### src/rtl/m_wb_leds_pkg.sv
// Shared constants for the Wishbone LED controller: register word
// addresses and the per-channel MODE encodings.
package m_wb_leds_pkg;

   // Register word addresses (ADR_I is bus ADR_O[5:2])
   localparam logic [3:0] ADR_OUT   = 4'd0;
   localparam logic [3:0] ADR_MODE  = 4'd1;
   localparam logic [3:0] ADR_PRESC = 4'd2;
   localparam logic [3:0] ADR_STAT  = 4'd3;
   localparam logic [3:0] ADR_DUTY  = 4'd8;

   // Per-channel drive mode, 2 bits per channel in MODE
   typedef enum logic [1:0] {
      MODE_STATIC = 2'b00,
      MODE_PWM    = 2'b01,
      MODE_BLINK  = 2'b10,
      MODE_INV    = 2'b11
   } mode_e;

   // Expand the four byte-lane enables into a 32-bit bit mask
   function automatic logic [31:0] lane_mask(input logic [3:0] sel);
      logic [31:0] m;
      for (int b = 0; b < 4; b++) m[8*b +: 8] = {8{sel[b]}};
      return m;
   endfunction

endpackage

### src/rtl/m_wb_leds_if.sv
// Wishbone classic slave bus bundle for the LED controller.
interface m_wb_leds_if;
   logic        CYC_I;
   logic        STB_I;
   logic        WE_I;
   logic [3:0]  ADR_I;
   logic [3:0]  SEL_I;
   logic [31:0] DAT_I;
   logic [31:0] DAT_O;
   logic        ACK_O;

   modport slave (
      input  CYC_I, STB_I, WE_I, ADR_I, SEL_I, DAT_I,
      output DAT_O, ACK_O
   );

   modport master (
      output CYC_I, STB_I, WE_I, ADR_I, SEL_I, DAT_I,
      input  DAT_O, ACK_O
   );
endinterface

### src/rtl/m_wb_leds_chan.sv
// One LED channel: combinational next-state of the LED pin from the
// channel's mode, level, duty and the shared counters.
module m_wb_leds_chan
   import m_wb_leds_pkg::*;
#(
   parameter int PWMBITS = 8
) (
   input  logic [1:0]         mode,
   input  logic               out,
   input  logic [PWMBITS-1:0] duty,
   input  logic [PWMBITS-1:0] pwmcnt,
   input  logic               blink,
   output logic               led_nxt
);

   // Select the drive function for this channel
   always_comb begin
      led_nxt = 1'b0;
      case (mode)
         MODE_STATIC: led_nxt = out;
         MODE_PWM:    led_nxt = out & (pwmcnt < duty);
         MODE_BLINK:  led_nxt = out & blink;
         MODE_INV:    led_nxt = ~out;
         default:     led_nxt = 1'b0;
      endcase
   end

endmodule

### src/rtl/m_wb_leds.sv
// Wishbone LED controller: register file, prescaler, PWM/blink counters
// and registered LED outputs. Per-channel drive logic lives in
// m_wb_leds_chan.
module m_wb_leds
   import m_wb_leds_pkg::*;
#(
   parameter int          NCH       = 4,
   parameter int          PWMBITS   = 8,
   parameter int          PRESCW    = 16,
   parameter int unsigned PRESC_RST = 0
) (
   input  logic             CLK_I,
   input  logic             RSTN_I,
   m_wb_leds_if.slave       wb,
   output logic [NCH-1:0]   LED_O
);

   localparam logic [PRESCW-1:0] PRESC_INIT = PRESCW'(PRESC_RST);

   logic                            access, wr, rd;
   logic [31:0]                     wmask, rdata;

   logic [NCH-1:0]                  out_r;
   logic [2*NCH-1:0]                mode_r;
   logic [PRESCW-1:0]               presc_r, pcnt_r, presc_wr;
   logic [NCH-1:0][PWMBITS-1:0]     duty_r;
   logic [PWMBITS-1:0]              pwmcnt;
   logic [3:0]                      blinkcnt;
   logic                            tick, wrap;
   logic [NCH-1:0]                  led_nxt;

   // High data bits and lane-mask bits beyond the widest register are
   // intentionally ignored.
   logic                            unused_bits;
   assign unused_bits = ^{wb.DAT_I, wmask};

   // No new access is taken while ACK_O is high, so each strobe gets
   // exactly one single-cycle acknowledge.
   assign access = wb.CYC_I & wb.STB_I & ~wb.ACK_O;
   assign wr     = access &  wb.WE_I;
   assign rd     = access & ~wb.WE_I;
   assign wmask  = lane_mask(wb.SEL_I);

   // PRESC write value is shared by the register and the counter reload
   assign presc_wr = (presc_r & ~wmask[PRESCW-1:0]) |
                     (wb.DAT_I[PRESCW-1:0] & wmask[PRESCW-1:0]);

   assign tick = (pcnt_r == '0);
   assign wrap = tick & (&pwmcnt);

   // Read multiplexer; unimplemented bits and addresses read 0
   always_comb begin
      rdata = '0;
      case (wb.ADR_I)
         ADR_OUT:   rdata[NCH-1:0]    = out_r;
         ADR_MODE:  rdata[2*NCH-1:0]  = mode_r;
         ADR_PRESC: rdata[PRESCW-1:0] = presc_r;
         ADR_STAT: begin
            rdata[19:16]        = blinkcnt;
            rdata[PWMBITS-1:0]  = pwmcnt;
         end
         default: begin
            for (int c = 0; c < NCH; c++)
               if (wb.ADR_I == ADR_DUTY + 4'(c)) rdata[PWMBITS-1:0] = duty_r[c];
         end
      endcase
   end

   // Bus response: registered acknowledge and read data
   always_ff @(posedge CLK_I or negedge RSTN_I) begin
      if (!RSTN_I) begin
         wb.ACK_O <= 1'b0;
         wb.DAT_O <= '0;
      end else begin
         wb.ACK_O <= access;
         if (rd) wb.DAT_O <= rdata;
      end
   end

   // Register writes, byte-lane masked, committed at the access edge
   always_ff @(posedge CLK_I or negedge RSTN_I) begin
      if (!RSTN_I) begin
         out_r   <= '0;
         mode_r  <= '0;
         presc_r <= PRESC_INIT;
         duty_r  <= '0;
      end else if (wr) begin
         if (wb.ADR_I == ADR_OUT)
            out_r <= (out_r & ~wmask[NCH-1:0]) | (wb.DAT_I[NCH-1:0] & wmask[NCH-1:0]);
         if (wb.ADR_I == ADR_MODE)
            mode_r <= (mode_r & ~wmask[2*NCH-1:0]) | (wb.DAT_I[2*NCH-1:0] & wmask[2*NCH-1:0]);
         if (wb.ADR_I == ADR_PRESC)
            presc_r <= presc_wr;
         for (int c = 0; c < NCH; c++)
            if (wb.ADR_I == ADR_DUTY + 4'(c))
               duty_r[c] <= (duty_r[c] & ~wmask[PWMBITS-1:0]) |
                            (wb.DAT_I[PWMBITS-1:0] & wmask[PWMBITS-1:0]);
      end
   end

   // Prescaler down-counter; a PRESC write restarts it with the new value
   always_ff @(posedge CLK_I or negedge RSTN_I) begin
      if (!RSTN_I)                        pcnt_r <= PRESC_INIT;
      else if (wr && wb.ADR_I == ADR_PRESC) pcnt_r <= presc_wr;
      else if (tick)                      pcnt_r <= presc_r;
      else                                pcnt_r <= pcnt_r - 1'b1;
   end

   // PWM phase counter and blink counter, advanced by the prescaler tick
   always_ff @(posedge CLK_I or negedge RSTN_I) begin
      if (!RSTN_I) begin
         pwmcnt   <= '0;
         blinkcnt <= '0;
      end else begin
         if (tick) pwmcnt   <= pwmcnt + 1'b1;
         if (wrap) blinkcnt <= blinkcnt + 1'b1;
      end
   end

   // Per-channel drive logic
   for (genvar c = 0; c < NCH; c++) begin : g_chan
      m_wb_leds_chan #(.PWMBITS(PWMBITS)) u_chan (
         .mode    (mode_r[2*c +: 2]),
         .out     (out_r[c]),
         .duty    (duty_r[c]),
         .pwmcnt  (pwmcnt),
         .blink   (blinkcnt[3]),
         .led_nxt (led_nxt[c])
      );
   end

   // Registered LED pins
   always_ff @(posedge CLK_I or negedge RSTN_I) begin
      if (!RSTN_I) LED_O <= '0;
      else         LED_O <= led_nxt;
   end

endmodule

### src/flat_wrapper.sv
// flat-port wrapper written by rule: the top's interface ports become plain ports
module m_wb_leds_flat import m_wb_leds_pkg::*;
#(
   parameter int          NCH       = 4,
   parameter int          PWMBITS   = 8,
   parameter int          PRESCW    = 16,
   parameter int unsigned PRESC_RST = 0
)
  (CLK_I, RSTN_I, LED_O, wb_CYC_I, wb_STB_I, wb_WE_I, wb_ADR_I, wb_SEL_I, wb_DAT_I, wb_DAT_O, wb_ACK_O);
  m_wb_leds_if wb_i ();
  input  logic CLK_I;
  input  logic RSTN_I;
  output logic [NCH-1:0] LED_O;
  input wire logic [$bits(wb_i.CYC_I)-1:0] wb_CYC_I;
  input wire logic [$bits(wb_i.STB_I)-1:0] wb_STB_I;
  input wire logic [$bits(wb_i.WE_I)-1:0] wb_WE_I;
  input wire logic [$bits(wb_i.ADR_I)-1:0] wb_ADR_I;
  input wire logic [$bits(wb_i.SEL_I)-1:0] wb_SEL_I;
  input wire logic [$bits(wb_i.DAT_I)-1:0] wb_DAT_I;
  output wire logic [$bits(wb_i.DAT_O)-1:0] wb_DAT_O;
  output wire logic [$bits(wb_i.ACK_O)-1:0] wb_ACK_O;
  assign wb_i.CYC_I = wb_CYC_I;
  assign wb_i.STB_I = wb_STB_I;
  assign wb_i.WE_I = wb_WE_I;
  assign wb_i.ADR_I = wb_ADR_I;
  assign wb_i.SEL_I = wb_SEL_I;
  assign wb_i.DAT_I = wb_DAT_I;
  assign wb_DAT_O = wb_i.DAT_O;
  assign wb_ACK_O = wb_i.ACK_O;
  m_wb_leds #(.NCH(NCH), .PWMBITS(PWMBITS), .PRESCW(PRESCW), .PRESC_RST(PRESC_RST)) u_core (.CLK_I(CLK_I), .RSTN_I(RSTN_I), .wb(wb_i), .LED_O(LED_O));
endmodule
### config.mk
export PLATFORM = sky130hd
export DESIGN_NAME = m_wb_leds_flat
export DESIGN_NICKNAME = d
export VERILOG_FILES = /design/src/rtl/m_wb_leds_pkg.sv /design/src/rtl/m_wb_leds_if.sv /design/src/rtl/m_wb_leds_chan.sv /design/src/rtl/m_wb_leds.sv /design/src/flat_wrapper.sv
export SDC_FILE = /design/constraint.sdc
export NUM_CORES = 1
export LEC_CHECK = 0
export CORE_UTILIZATION = 40
export DETAILED_ROUTE_END_ITERATION = 10
export HOLD_SLACK_MARGIN = 0.03
export RECOVER_POWER = 50
export SLEW_MARGIN = 25
export SYNTH_ARGS = -nofsm -noshare
export SYNTH_HDL_FRONTEND = slang
export SYNTH_SLANG_ARGS = --single-unit
### constraint.sdc
create_clock -name CLK_I -period 4.1 [get_ports CLK_I]
set_input_delay 0.82 -clock CLK_I [delete_from_list [all_inputs] [get_ports CLK_I]]
set_output_delay 0.82 -clock CLK_I [all_outputs]
set_load 0.02 [all_outputs]
Word-level counts from Yosys, hierarchy flattened --
Cells that the tools add are included.
Operators by class: $add $sub $neg 3, magnitude comparators 4, eq/ne operators 19, mux-type cells 14, bitwise operators 39, reduce and logical (&&, ||, !) cells 15
Operators by type and width (number):
- $and 8x8->8 | 6
- $mux 8 | 5
- $or 8x8->8 | 5
- $and 16x16->16 | 2
- $lt 8x8->1 | 4
- $mux 16 | 2
- $pmux 4 s4 | 2
- $eq 2x2->1 const B | 8
- $eq 4x4->1 const B | 4
- $logic_not 16->1 | 1
- $not 16->16 | 1
- $or 16x16->16 | 1
- $pmux 1 s4 | 4
- $sub 16x1->16 const B | 1
- $reduce_and 2->1 | 7
- $and 1x1->1 | 13
- $add 8x1->8 const B | 1
- $and 4x4->4 | 2
- $eq 2x1->1 const B | 4
- $eq 4x2->1 const B | 2
- $logic_not 2->1 | 4
- $not 8->8 | 1
- $reduce_and 8->1 | 1
- $not 1->1 | 6
- other kinds (7) | 7
Storage, ports and cells: register bits after elaboration 113, bits of input ports 45

Logic depth before layout (Yosys ltp) --
depth in word-level cells 6, gate-level depth with buffers 8, mapped depth without buffers 7

Modules after synthesis --
From an unflattened synthesis, not the netlist that was laid out.
Unflattened totals: cell total of the unflattened synthesis 610, area, all modules 6673.9 sq um
Modules (own cells, without submodules):
- m_wb_leds | instances 1, cells each 474, area each 5621.6 sq um
- m_wb_leds_chan at u_core.g_chan[0].u_chan ... | instances 3, cells each 34, area each 261.5 sq um
- m_wb_leds_chan at u_core.g_chan[3].u_chan | instances 1, cells each 34, area each 267.8 sq um

Worst setup path after synthesis --
OpenSTA, ideal clock, no wires.
path type in2reg, from in wb_STB_I, to reg with a tool-made name, library setup time 125 ps, arrival 2093 ps, data required time 3975 ps, slack 1882 ps, stages on the path 6, path buffers 2, cell sequence and3b_1 -> buf_2 -> nand3_1 -> or3_1 -> clkbuf_1 -> mux2_2
RTL lines:
- from (decl) | RTL line flat_wrapper.sv:15 | input wire logic [$bits(wb_i.STB_I)-1:0] wb_STB_I;

Worst setup path after layout --
from in wb_STB_I, to reg u_core.wb.DAT_O[18]
Between the ends: longest elaborated chain between the ends 3
Ends and longest elaborated chain:
- $and 1x1->1 (2 in series) | RTL line m_wb_leds.sv:39 | assign access = wb.CYC_I & wb.STB_I & ~wb.ACK_O;
- $and 1x1->1 | RTL line m_wb_leds.sv:41 | assign rd = access & ~wb.WE_I;
- to (signal assigned) | RTL line m_wb_leds.sv:76 | if (rd) wb.DAT_O <= rdata;
- to (decl) | RTL line m_wb_leds_if.sv:14 | output DAT_O, ACK_O
No other way between the ends. A chain may end at the register's enable or synchronous reset.

==> results.txt <==
Yosys top cell by area -> dfrtp_1
Rows -> 45
Clk pwr share -> 42.6%
Setup Crit Path Kind -> in2reg
Die Footprint -> 16200 um^2
# diodes -> 0
Worst setup EP type -> flip-flop
routed vias/inst -> 5.41
Sw Share -> 27.3%
H-tree level count -> 4
Post-Route WL -> 15700 um
setup violators final -> 0
Yosys reg bits -> 113
number of hold violations in the final report -> 0
Buffers on Ports -> 51
Tot GR Track Use -> 20.6%
Die Span X -> 127 um
initial antenna violation count -> 0
RSZ-0062 raised after global routing -> no
Final min period -> 2.88 ns
Placed Cells -> 818
outcome -> finished, violations left
Core Footprint -> 15300 um^2
cts repair resizes -> 0
slew of the pin with the lowest slew margin -> 1.94 ns
cts bufs inserted -> 17
Detail Placement HPWL -> 11200 um
EDFF count, synth -> 0
post-route ant nets -> 0
max_slew headroom -> -29.6%
top cells by area, synth -> dfrtp_1, mux2_2, ha_1
fmax -> 347 MHz
routed len/inst -> 18.5 um
chip height -> 127 um
number of global-route vias before repair -> 4476
CTS tree -> done
fin nets -> 714
Worst Path Max Fanout -> 30
Yosys cell types -> 59
fillers -> 1324
layout cells sized above 1 -> 19.1%
GPL Wtd Cong -> 0.796
Hold-fix buffers, CTS -> 0
Async SR Flop Fraction -> 100%
Primary FF master, synth -> dfrtp_1
first-pass GRT wire length -> 24800 um
Critical Path RT -> 4.45 ns
Ports -> 82
Worst-path clk slew -> 0.05 ns
root buffer cell -> clkbuf_16
total clock sinks -> 113
Slew Limit Fails -> 76
Ys Warns -> 0
Seq pwr share -> 41.1%
initial cell density of the core -> 41.3%
Cell Area, Synth -> 6290 um^2
failing checks -> capacitance limit, slew limit
Post-Syn Instances -> 567
crit path DAT -> 3.24 ns
DR pass1 iterations -> 5
combinational share of power -> 16.3%
clock insertion delay at the later pin of the skew report -> 0.42 ns
Non-Filler Instances -> 850
Layout Area Growth over Synthesis -> 19.9%
P_sw -> 903 uW
Synth top area share -> 44.9%
largest net degree at the start of global routing -> 76
fin crit share -> 70.3%
DRC Markers -> 0
hold crit path type -> reg2reg
Max VDD drop -> 306 uV
Seq/Total Area, Yosys -> 44.9%
via count -> 4595
max-capacitance violation count -> 1
Mapped Avg Cell Area -> 11.1 um^2
clock skew -> 0.00620 ns
Internal -> 2410 uW
Worst setup SP type -> input port
CTS max path bufs -> 2
Setup TNS -> 0 ns
Cell Pwr Density -> 439 nW/um^2
DRT iter0 DRCs -> 341
gr ovfl total -> 0
P_leak -> 0.00344 uW
setup bufs post-CTS -> 0
[power by group through the flow]
stage	clock [uW]	combinational, uW	sequential [uW]
finish	1410	541	1360
global route	1490	597	1370
CTS	1430	544	1360
detailed placement	0	540	1370
global placement	0	534	1370
floorplan	0	370	1350
[cell usage after synthesis, types with 8 or more instances]
| cell | instances |
|---|---|
| dfrtp_1 | 113 |
| mux2_2 | 58 |
| nand2_1 | 49 |
| ha_1 | 43 |
| inv_1 | 42 |
| nor2_1 | 29 |
| o21ai_0 | 24 |
| a21oi_1 | 17 |
| nand3_1 | 15 |
| xnor2_1 | 13 |
| buf_4 | 12 |
| mux4_2 | 12 |
| nor3_1 | 9 |
| buf_2 | 8 |
| clkbuf_1 | 8 |
| xor2_1 | 8 |
[cell type report]
cell class / count / area [um^2] / area share, %
Clock buffer: 27 / 513 / 6.79
Clock inverter: 5 / 50.0 / 0.663
Inverter: 42 / 158 / 2.09
Multi-Input combinational cell: 394 / 3190 / 42.2
Sequential cell: 113 / 2830 / 37.5
Tap cell: 211 / 264 / 3.50
Timing Repair Buffer: 58 / 552 / 7.31
[cells by family after synthesis]
logic type	Yosys count	synth area share, %
mux	76	15.7
fa+ha+maj	43	8.55
buf+inv	71	5.11
flops	113	44.9
xor+xnor	21	2.92
simple gates	149	12.5
compound gates	93	10.3
other cells	1	0.0596
[critical path: stages]
cell and delay (ns):
dlygate4sd3_1 0.51, and3b_1 0.35, nand2b_1 0.09, clkbuf_1 0.46
nor4_1 0.77, a22o_1 0.22
[placed cells by master (no fill, tap or decap), drive strengths merged, types with 5 or more instances in the layout]
master         count
nand2             51
o221a              6
clkbuf            30
a2111oi            7
a211oi             8
inv               42
nand2b             6
dfrtp            113
nor2              29
o21ai             24
a21o               5
mux2              59
ha                43
xor2               8
mux2i              5
buf                5
clkdlybuf4s50     49
or4                6
a21oi             17
nor3               9
xnor2             13
nand3             16
nor4               5
conb              12
mux4              12
[path summary, 6_finish.rpt]
path	to	slack, ns	start	cells past startpoint
max	u_core.wb.DAT_O[18]$_DFFE_PN0P_	1.22	wb_STB_I	6
max in group asynchronous	u_core.pcnt_r[2]$_DFF_PN0_	1.29	RSTN_I	2
min reg2reg	u_core.wb.DAT_O[6]$_DFFE_PN0P_	0.48	u_core.wb.DAT_O[6]$_DFFE_PN0P_	2
min in group asynchronous	u_core.wb.DAT_O[1]$_DFFE_PN0P_	0.94	RSTN_I	1
max reg2reg	u_core.wb.DAT_O[18]$_DFFE_PN0P_	1.71	u_core.wb.ACK_O$_DFF_PN0_	5
min	u_core.wb.DAT_O[6]$_DFFE_PN0P_	0.48	u_core.wb.DAT_O[6]$_DFFE_PN0P_	2
[metrics by stage]
step	hold slack, ns	power (uW)	setup WS, ns	utilization [%]	area, um^2
3_3_place_gp	0.465	1900	1.04	45.9	7010
2_1_floorplan	0.464	1720	1.88	-	6340
6_report	0.478	3310	1.22	49.5	7550
4_1_cts	0.485	3330	1.43	49.6	7570
3_5_place_dp	0.473	1910	1.00	45.9	7010
5_1_grt	0.507	3460	0.847	49.5	7550
[metal layers]
metal	share of wire, %	GRT usage, %	up-vias
li1	-	-	2145
met1	44	26.7	2277
met2	48	33.2	147
met3	5.9	5.65	26
met4	1.8	7.49	0
met5	0	0	-
No activity file was read; power rests on OpenSTA's default activity.
